File: config.mk
export PLATFORM = sky130hd
export DESIGN_NAME = package_framer_flat
export DESIGN_NICKNAME = d
export VERILOG_FILES = /design/src/rtl/package_framer_pkg.sv /design/src/rtl/package_framer_if.sv /design/src/rtl/package_framer_frame_timeout.sv /design/src/rtl/package_framer.sv /design/src/flat_wrapper.sv
export SDC_FILE = /design/constraint.sdc
export NUM_CORES = 1
export LEC_CHECK = 0
export CORE_ASPECT_RATIO = 0.7
export CORE_UTILIZATION = 55
export DETAILED_ROUTE_END_ITERATION = 8
export GPL_ROUTABILITY_DRIVEN = 1
export MAX_ROUTING_LAYER = met4
export PLACE_DENSITY = 0.8
export SKIP_LAST_GASP = 1
export SYNTH_ARGS = -nofsm -noshare
export SYNTH_HDL_FRONTEND = slang
export SYNTH_HIERARCHICAL = 1
export SYNTH_SLANG_ARGS = --single-unit
File: constraint.sdc
create_clock -name clk -period 6.6 [get_ports clk]
set_input_delay 1.65 -clock clk [delete_from_list [all_inputs] [get_ports clk]]
set_output_delay 1.65 -clock clk [all_outputs]
set_load 0.03 [all_outputs]
File: src/rtl/package_framer_pkg.sv
// Shared definitions for the byte-stream framer and the threshold cutter
// that consumes its packages.
package package_framer_pkg;

  localparam logic [7:0] HEADER_DEFAULT = 8'hA5;

  typedef enum logic [1:0] {
    ST_IDLE  = 2'd0,
    ST_DATA  = 2'd1,
    ST_CHECK = 2'd2
  } state_t;

  // Package width in bits; the cutter uses the same helper so both ends agree.
  function automatic int unsigned package_width(input int unsigned num);
    return num << 3;
  endfunction

endpackage

File: src/rtl/package_framer_if.sv
// Byte input and package output bundle between the receive front end,
// the framer and the threshold cutter.
interface package_framer_if
  import package_framer_pkg::*;
#(
  parameter int unsigned PACKAGE_NUM = 4
) ();

  localparam int unsigned PW = package_width(PACKAGE_NUM);

  logic [7:0]    byte_i;
  logic          byte_valid;
  logic [PW-1:0] package_o;
  logic          package_wen;
  logic          frame_err;
  logic [15:0]   drop_cnt;

  modport master (
    output byte_i, byte_valid,
    input  package_o, package_wen, frame_err, drop_cnt
  );

  modport slave (
    input  byte_i, byte_valid,
    output package_o, package_wen, frame_err, drop_cnt
  );

endinterface

File: src/rtl/package_framer_frame_timeout.sv
// Inter-byte idle counter. Counts clk cycles while enabled and not cleared;
// expired fires when the count sits at TIMEOUT_CYCLES-1 and no clear arrives.
module frame_timeout #(
  parameter int unsigned TIMEOUT_CYCLES = 50000
) (
  input  logic clk,
  input  logic rst_n,
  input  logic i_en,
  input  logic i_clr,
  output logic o_expired
);

  localparam int unsigned   CW   = (TIMEOUT_CYCLES > 1) ? $clog2(TIMEOUT_CYCLES) : 1;
  localparam logic [CW-1:0] LAST = CW'(TIMEOUT_CYCLES - 1);

  logic [CW-1:0] r_cnt;

  // Idle counter: held at zero while disabled, restarted by every accepted byte.
  always_ff @(posedge clk or negedge rst_n) begin
    if (!rst_n)                              r_cnt <= '0;
    else if (!i_en || i_clr || r_cnt == LAST) r_cnt <= '0;
    else                                     r_cnt <= r_cnt + 1'b1;
  end

  // A byte in the same cycle clears the counter and suppresses expiry.
  assign o_expired = i_en && !i_clr && (r_cnt == LAST);

endmodule

File: src/rtl/package_framer.sv
// Header-synchronised framer: collects PACKAGE_NUM data bytes after HEADER,
// verifies an 8-bit additive checksum and publishes good packages; bad or
// stalled frames are dropped, flagged and counted.
module package_framer
  import package_framer_pkg::*;
#(
  parameter int unsigned PACKAGE_NUM    = 4,
  parameter logic [7:0]  HEADER         = HEADER_DEFAULT,
  parameter int unsigned TIMEOUT_CYCLES = 50000
) (
  input logic             clk,
  input logic             rst_n,
  package_framer_if.slave bus
);

  localparam int unsigned   PW       = package_width(PACKAGE_NUM);
  localparam int unsigned   IW       = (PACKAGE_NUM > 1) ? $clog2(PACKAGE_NUM) : 1;
  localparam logic [IW-1:0] LAST_IDX = IW'(PACKAGE_NUM - 1);

  state_t        r_state;
  state_t        w_state_nxt;
  logic [IW-1:0] r_idx;
  logic [7:0]    r_sum;
  logic [PW-1:0] r_shadow;
  logic [PW-1:0] r_package;
  logic          r_wen;
  logic          r_err;
  logic [15:0]   r_drop;

  logic w_in_frame;
  logic w_accept;
  logic w_start;
  logic w_good;
  logic w_bad;
  logic w_expired;

  assign w_in_frame = (r_state == ST_DATA) || (r_state == ST_CHECK);
  assign w_accept   = w_in_frame && bus.byte_valid;

  frame_timeout #(
    .TIMEOUT_CYCLES(TIMEOUT_CYCLES)
  ) u_timeout (
    .clk       (clk),
    .rst_n     (rst_n),
    .i_en      (w_in_frame),
    .i_clr     (w_accept),
    .o_expired (w_expired)
  );

  // State register.
  always_ff @(posedge clk or negedge rst_n) begin
    if (!rst_n) r_state <= ST_IDLE;
    else        r_state <= w_state_nxt;
  end

  // Next state plus frame start / good / bad decisions.
  always_comb begin
    w_state_nxt = r_state;
    w_start     = 1'b0;
    w_good      = 1'b0;
    w_bad       = 1'b0;
    unique case (r_state)
      ST_IDLE: begin
        if (bus.byte_valid && bus.byte_i == HEADER) begin
          w_start     = 1'b1;
          w_state_nxt = ST_DATA;
        end
      end
      ST_DATA: begin
        if (bus.byte_valid) begin
          if (r_idx == LAST_IDX) w_state_nxt = ST_CHECK;
        end else if (w_expired) begin
          w_bad       = 1'b1;
          w_state_nxt = ST_IDLE;
        end
      end
      ST_CHECK: begin
        if (bus.byte_valid) begin
          w_good      = (bus.byte_i == r_sum);
          w_bad       = (bus.byte_i != r_sum);
          w_state_nxt = ST_IDLE;
        end else if (w_expired) begin
          w_bad       = 1'b1;
          w_state_nxt = ST_IDLE;
        end
      end
      default: w_state_nxt = ST_IDLE;
    endcase
  end

  // Shadow buffer, checksum, published package, pulses and drop counter.
  always_ff @(posedge clk or negedge rst_n) begin
    if (!rst_n) begin
      r_idx     <= '0;
      r_sum     <= '0;
      r_shadow  <= '0;
      r_package <= '0;
      r_wen     <= 1'b0;
      r_err     <= 1'b0;
      r_drop    <= '0;
    end else begin
      r_wen <= w_good;
      r_err <= w_bad;
      if (w_start) begin
        r_idx <= '0;
        r_sum <= '0;
      end
      if (r_state == ST_DATA && bus.byte_valid) begin
        r_shadow[8*r_idx +: 8] <= bus.byte_i;
        r_sum                  <= r_sum + bus.byte_i;
        r_idx                  <= r_idx + 1'b1;
      end
      if (w_good) r_package <= r_shadow;
      if (w_bad && r_drop != '1) r_drop <= r_drop + 16'd1;
    end
  end

  assign bus.package_o   = r_package;
  assign bus.package_wen = r_wen;
  assign bus.frame_err   = r_err;
  assign bus.drop_cnt    = r_drop;

endmodule

File: src/flat_wrapper.sv
// flat-port wrapper written by rule: the top's interface ports become plain ports
module package_framer_flat import package_framer_pkg::*;
#(
  parameter int unsigned PACKAGE_NUM    = 4,
  parameter logic [7:0]  HEADER         = HEADER_DEFAULT,
  parameter int unsigned TIMEOUT_CYCLES = 50000
)
  (clk, rst_n, bus_byte_i, bus_byte_valid, bus_package_o, bus_package_wen, bus_frame_err, bus_drop_cnt);
  package_framer_if #(.PACKAGE_NUM(PACKAGE_NUM)) bus_i ();
  input logic clk;
  input logic rst_n;
  input wire logic [$bits(bus_i.byte_i)-1:0] bus_byte_i;
  input wire logic [$bits(bus_i.byte_valid)-1:0] bus_byte_valid;
  output wire logic [$bits(bus_i.package_o)-1:0] bus_package_o;
  output wire logic [$bits(bus_i.package_wen)-1:0] bus_package_wen;
  output wire logic [$bits(bus_i.frame_err)-1:0] bus_frame_err;
  output wire logic [$bits(bus_i.drop_cnt)-1:0] bus_drop_cnt;
  assign bus_i.byte_i = bus_byte_i;
  assign bus_i.byte_valid = bus_byte_valid;
  assign bus_package_o = bus_i.package_o;
  assign bus_package_wen = bus_i.package_wen;
  assign bus_frame_err = bus_i.frame_err;
  assign bus_drop_cnt = bus_i.drop_cnt;
  package_framer #(.PACKAGE_NUM(PACKAGE_NUM), .HEADER(HEADER), .TIMEOUT_CYCLES(TIMEOUT_CYCLES)) u_core (.clk(clk), .rst_n(rst_n), .bus(bus_i));
endmodule
* Word-level counts from Yosys, hierarchy flattened *
Cells that the tools add are included.

word-level totals
  bits in writable memories = 0
  bits in latches = 0
  bits of input ports = 11
  memory bits (read-only) = 0
  memories kept = 0
  register bits = 110

operators by class
  shifts and indexed selects = 2
  divide/modulo/power cells = 0
  eq/ne operators = 10
  reduce and logical (&&, ||, !) cells = 14
  $add $sub $neg = 5
  mux-type cells = 20
  multipliers = 0
  $lt $le $gt $ge = 0
  bitwise logic cells = 0

operator list
  cell                                                   count
  negator 5 -> 34 bit                                    1
  variable shift 8 x 34 -> 32 bit, first input constant  1
  variable part select 8 x 34 -> 32 bit                  1
  adder 16 x 1 -> 16 bit, second input constant          2
  bitwise mux 32 bit                                     1
  equality test 16 bit, second input constant            1
  2-to-1 mux 16 bit                                      1
  2-to-1 mux 8 bit                                       2
  != test 16 bit, second input constant                  1
  2-to-1 mux 2 bit                                       7
  adder 8 bit                                            1
  equality test 8 bit                                    1
  equality test 8 bit, second input constant             1
  != test 8 bit                                          1
  2-to-1 mux 1 bit                                       7
  logical AND 1 bit                                      6
  one-hot mux 2 bit (3 select lines)                     1
  equality test 2 bit, second input constant             2
  logical OR 1 bit                                       3
  != test 3 bit, second input constant                   1
  adder 2 x 1 -> 2 bit, second input constant            1
  equality test 2 x 1 -> 1 bit, second input constant    1
  logical NOT 1 bit                                      2
  logical NOT 2 bit                                      1
  4 further kinds                                        4

* Depth between registers and ports, before layout *
  word-level depth = 10
  gate-level depth with buffers = 10
  depth with buffers taken out = 9

* Hierarchy *
Netlist, hierarchy kept.

modules (own cells, without submodules)
  module          sequential area each (µm²)  times used  cells an instance  area each (µm²)
  package_framer  2352.3                      1           385                4207.8
  frame_timeout   400.4                       1           82                 928.4

* Worst setup path after synthesis *
Ideal clock, no wire load.

  kind = input-to-reg
  from = in bus_byte_i[0]
  to = reg u_core.r_sum[6]
  setup time = 0.121 ns
  path slack = 3.396 ns
  data required time = 6.479 ns
  cell stages on the path = 6
  arrival = 3.083 ns
  path through = ha_1 fa_1 a21o_1 a21o_1 a311o_1 a22o_1

between the ends
  word-level cells in the longest chain between the ends = 5
  elaborated cells on any way between the ends = 7

ends and longest elaborated chain
  what                                                 RTL line               text
  from (decl)                                          flat_wrapper.sv:12     input wire logic [$bits(bus_i.byte_i)-1:0] bus_byte_i;
  branches (longest 5 deep; another with adder 8 bit)  n/a
  to (signal assigned)                                 package_framer.sv:110  r_sum <= r_sum + bus.byte_i;
  to (decl)                                            package_framer.sv:23   logic [7:0] r_sum;

Parallel ways; which one is timed is not known.
A chain may end at the register's enable or synchronous reset.

* Final worst setup path *
  from = in bus_byte_i[1]
  to = reg u_core.r_package[17] (netlist: u_core/bus.package_o[17])

between the ends
  word-level cells in the longest chain between the ends = 3

ends and longest elaborated chain
  what                  RTL line               text
  equality test 8 bit   package_framer.sv:79   w_good = (bus.byte_i == r_sum);
  2-to-1 mux 1 bit      package_framer.sv:78   if (bus.byte_valid) begin
  2-to-1 mux 1 bit      package_framer.sv:62   unique case (r_state)
  to (signal assigned)  package_framer.sv:113  if (w_good) r_package <= r_shadow;
  to (decl)             package_framer.sv:25   logic [PW-1:0] r_package;

No other way between the ends.

==> run_results.csv <==
group,metric,value,unit
finish,seq_area,2753,µm²
timing,rsz0062_at_grt,"no",
worst_setup_path,reg2reg_depth,8,
cts,postCtsSetupBuffers,0,
synth,synth-compound-area-share,10.30,%
timing,period_share,67.43,%
hold_path,hold_depth,2,
synth,avgSynthCellArea,11.00,µm²
cts,cts_tree,"built",
timing,hold_viol,0,
timing,finalCriticalPeriod,4.450,ns
placed_design,pre_cts_slack,1.903,ns
routing,ant_nets,0,
global_route,top_usage_layer,"met1",
worst_setup_path,cp-end-kind,"flop",
worst_setup_path,cp.required,6.89,ns
cts,clock_latency,0.35,ns
cts,cts_max_level,3,
finish,final_common_cell,"nand2_1",
worst_setup_path,crit_fanout,33,
timing,worst_slew_pin_slew,1.010,ns
synth,synth.area.mux_share,0,%
timing,worst_slack,2.150,ns
finish,layout-drive-gt1-share,9.774,%
floorplanning,die-area,9735,µm²
cts,post_cts_resized,0,
placed_design,port_buffers,60,
synth,synth_fa_ha_area_share,5.018,%
power_and_ir_drop,p_per_area,279.1,nW/µm²
synth,synth.area.top_cells,"dfrtp_1, nand2_1, a22o_1",
global_route,antenna_found_initial,0,
outcome,status,"complete, no violations",
synth,synth_top_family_by_area,"simple AND/OR/NAND/NOR gates",
floorplanning,io_pins,61,
placed_design,gp_routability_congestion,0.8578,
routing,vias_per_cell,5.506,
cts,clkTransAtPathRegs,0.08,ns
global_route,grt.met2_usage,35.56,%
synth,yosys_warnings,6,
synth,synthSimpleGateAreaFrac,22.90,%
finish,diodes,0,
synth,synth_fp_nets,498,
global_route,grt_pass1_wl,18.45,mm
finish,nets,558,
global_route,use_met1,35.87,%
finish,fillCellCount,721,
synth,async_flop_share,100.0,%
synth,synthFlopType,"dfrtp_1",
cts,clk_path_buf_depth,2,
cts,ctsHoldBuffers,0,
placed_design,hpwl,7.119,mm
routing,firstDrtPassIters,4,
routing,totalWireLength,10.60,mm
worst_setup_path,cp.arrival,4.74,ns
synth,ys_ff_latch,110,
synth,ys_types,57,
floorplanning,coreArea,9071,µm²
timing,fmax,0.2247,GHz
cts,root_buffer,"clkbuf_16",
timing,fin_skew,0.009927,ns
timing,setup_viol,0,
routing,drtIter0Drc,225,
cts,clock-sinks,110,
floorplanning,die_w,117.5,µm
timing,slew_headroom,32.58,%
synth,yosysTopAreaCell,"dfrtp_1",
worst_setup_path,start_kind,"input port",
floorplanning,die_y,82.85,µm
global_route,grt_max_degree,67,
routing,wire_per_inst,16.16,µm
global_route,grt_pass1_vias,3645,
floorplanning,placementRows,29,
cts,cts-buffers-inserted,9,
finish,synthToLayoutAreaGrowth,19.76,%
global_route,grt_usage,24.77,%
routing,num_vias,3612,
power_and_ir_drop,vdd_drop_max,0.2175,mV
flow_run,drv_cap,0,
finish,final_area,6151,µm²
global_route,gr-usage-met3,4.464,%
worst_setup_path,path_class,"in -> reg",
timing,maxSlewViolCount,0,
routing,drc,0,
timing,tns,0,ns
synth,synth_edf_count,0,
synth,seq_area_frac_synth,53.59,%
synth,syn_inst,467,
finish,multi_input_area,2252,µm²
floorplanning,start_util,56.62,%
power_and_ir_drop,p_leak,2.873,nW
finish,layout_common_cells,"nand2_1, dfrtp_1, clkdlybuf4s50_1",
placed_design,placed_area,5826,µm²
global_route,gr-total-overflow,0,
synth,synth_top_area_share,53.59,%
hold_path,hold_path_class,"reg -> reg",
synth,synth_area,5136,µm²
synth,synth_xor_area_share,5.627,%
## kinds of logic after synthesis
| kind of cell | after synthesis |
|---|---|
| and+or+nand+nor | 208 |
| DFF | 110 |
| AOI/OAI and AO/OA | 69 |
| xor gates and xnor gates | 33 |
| buffers and inverters | 27 |
| adders and majority gates | 20 |
## area by class of cell
cell class / count / area share (%)
Tap cell: 124 / 2.522
Clock buffer: 9 / 3.662
Sequential cell: 110 / 44.75
Inverter: 14 / 0.8544
Clock inverter: 7 / 1.627
Multi-Input combinational cell: 330 / 36.62
Timing Repair Buffer: 62 / 9.967
## per-layer routing
metal,wire (µm),part of all wire [%]
met1,5223,49
met2,4778,45
met3,468,4.4
met4,131,1.2
met5,0,0
## path summary, 6_finish.rpt
path | slack (ns) | end | from
max in group asynchronous | 4.11 | u_core/bus.package_o[26] | rst_n
hold reg to reg | 0.47 | u_core/bus.package_o[24] | u_core/bus.package_o[24]
setup reg to reg | 3.77 | u_core/bus.package_o[17] | u_core/r_sum[4]
hold / removal | 0.47 | u_core/bus.package_o[24] | u_core/bus.package_o[24]
setup / recovery | 2.15 | u_core/bus.package_o[17] | bus_byte_i[1]
min in group asynchronous | 1.28 | u_core/bus.drop_cnt[6] | rst_n
## report_power, final
group          switching, mW  internal, mW
combinational          0.201         0.156
sequential            0.0539         0.734
clock                  0.265         0.308
total                  0.520          1.20
## sequential cells by signal (all words and copies together) (netlist names)
signal / count
u_core/bus.drop_cnt: 16
u_core/u_timeout/r_cnt: 16
u_core/bus.package_o: 32
u_core/r_sum: 8
u_core/r_idx: 2
u_core/r_state: 2
u_core/bus.frame_err: 1
u_core/r_shadow: 32
u_core/bus.package_wen: 1
## synth_stat cells, types with 7 or more instances
cell type / instances
a21oi_1: 7
a22o_1: 32
dfrtp_1: 110
ha_1: 19
inv_1: 14
nand2_1: 116
nand3_1: 12
nand4_1: 8
nor2_1: 21
nor3_1: 10
xnor2_1: 26
xor2_1: 7
## worst max-delay path: stages
cell and delay (ns):
clkdlybuf4s50_1 0.79, ha_1 0.35, nor4_1 0.30, and3_4 0.25, nand2_1 0.05, buf_4 0.24, inv_1 0.78, nand2_1 0.18
nand2_1 0.12
## stage by stage
stage	hold WS, ns	util (%)	total power [mW]	cells
after global routing	0.5075	67.81	1.801	656
after detailed placement	0.4588	64.22	1.148	640
after CTS	0.4799	67.81	1.724	656
final	0.4745	67.81	1.717	656
after floorplan	0.4391	-	1.059	467
after global placement	0.4521	64.22	1.130	640
No activity file was read; power rests on OpenSTA's default activity.
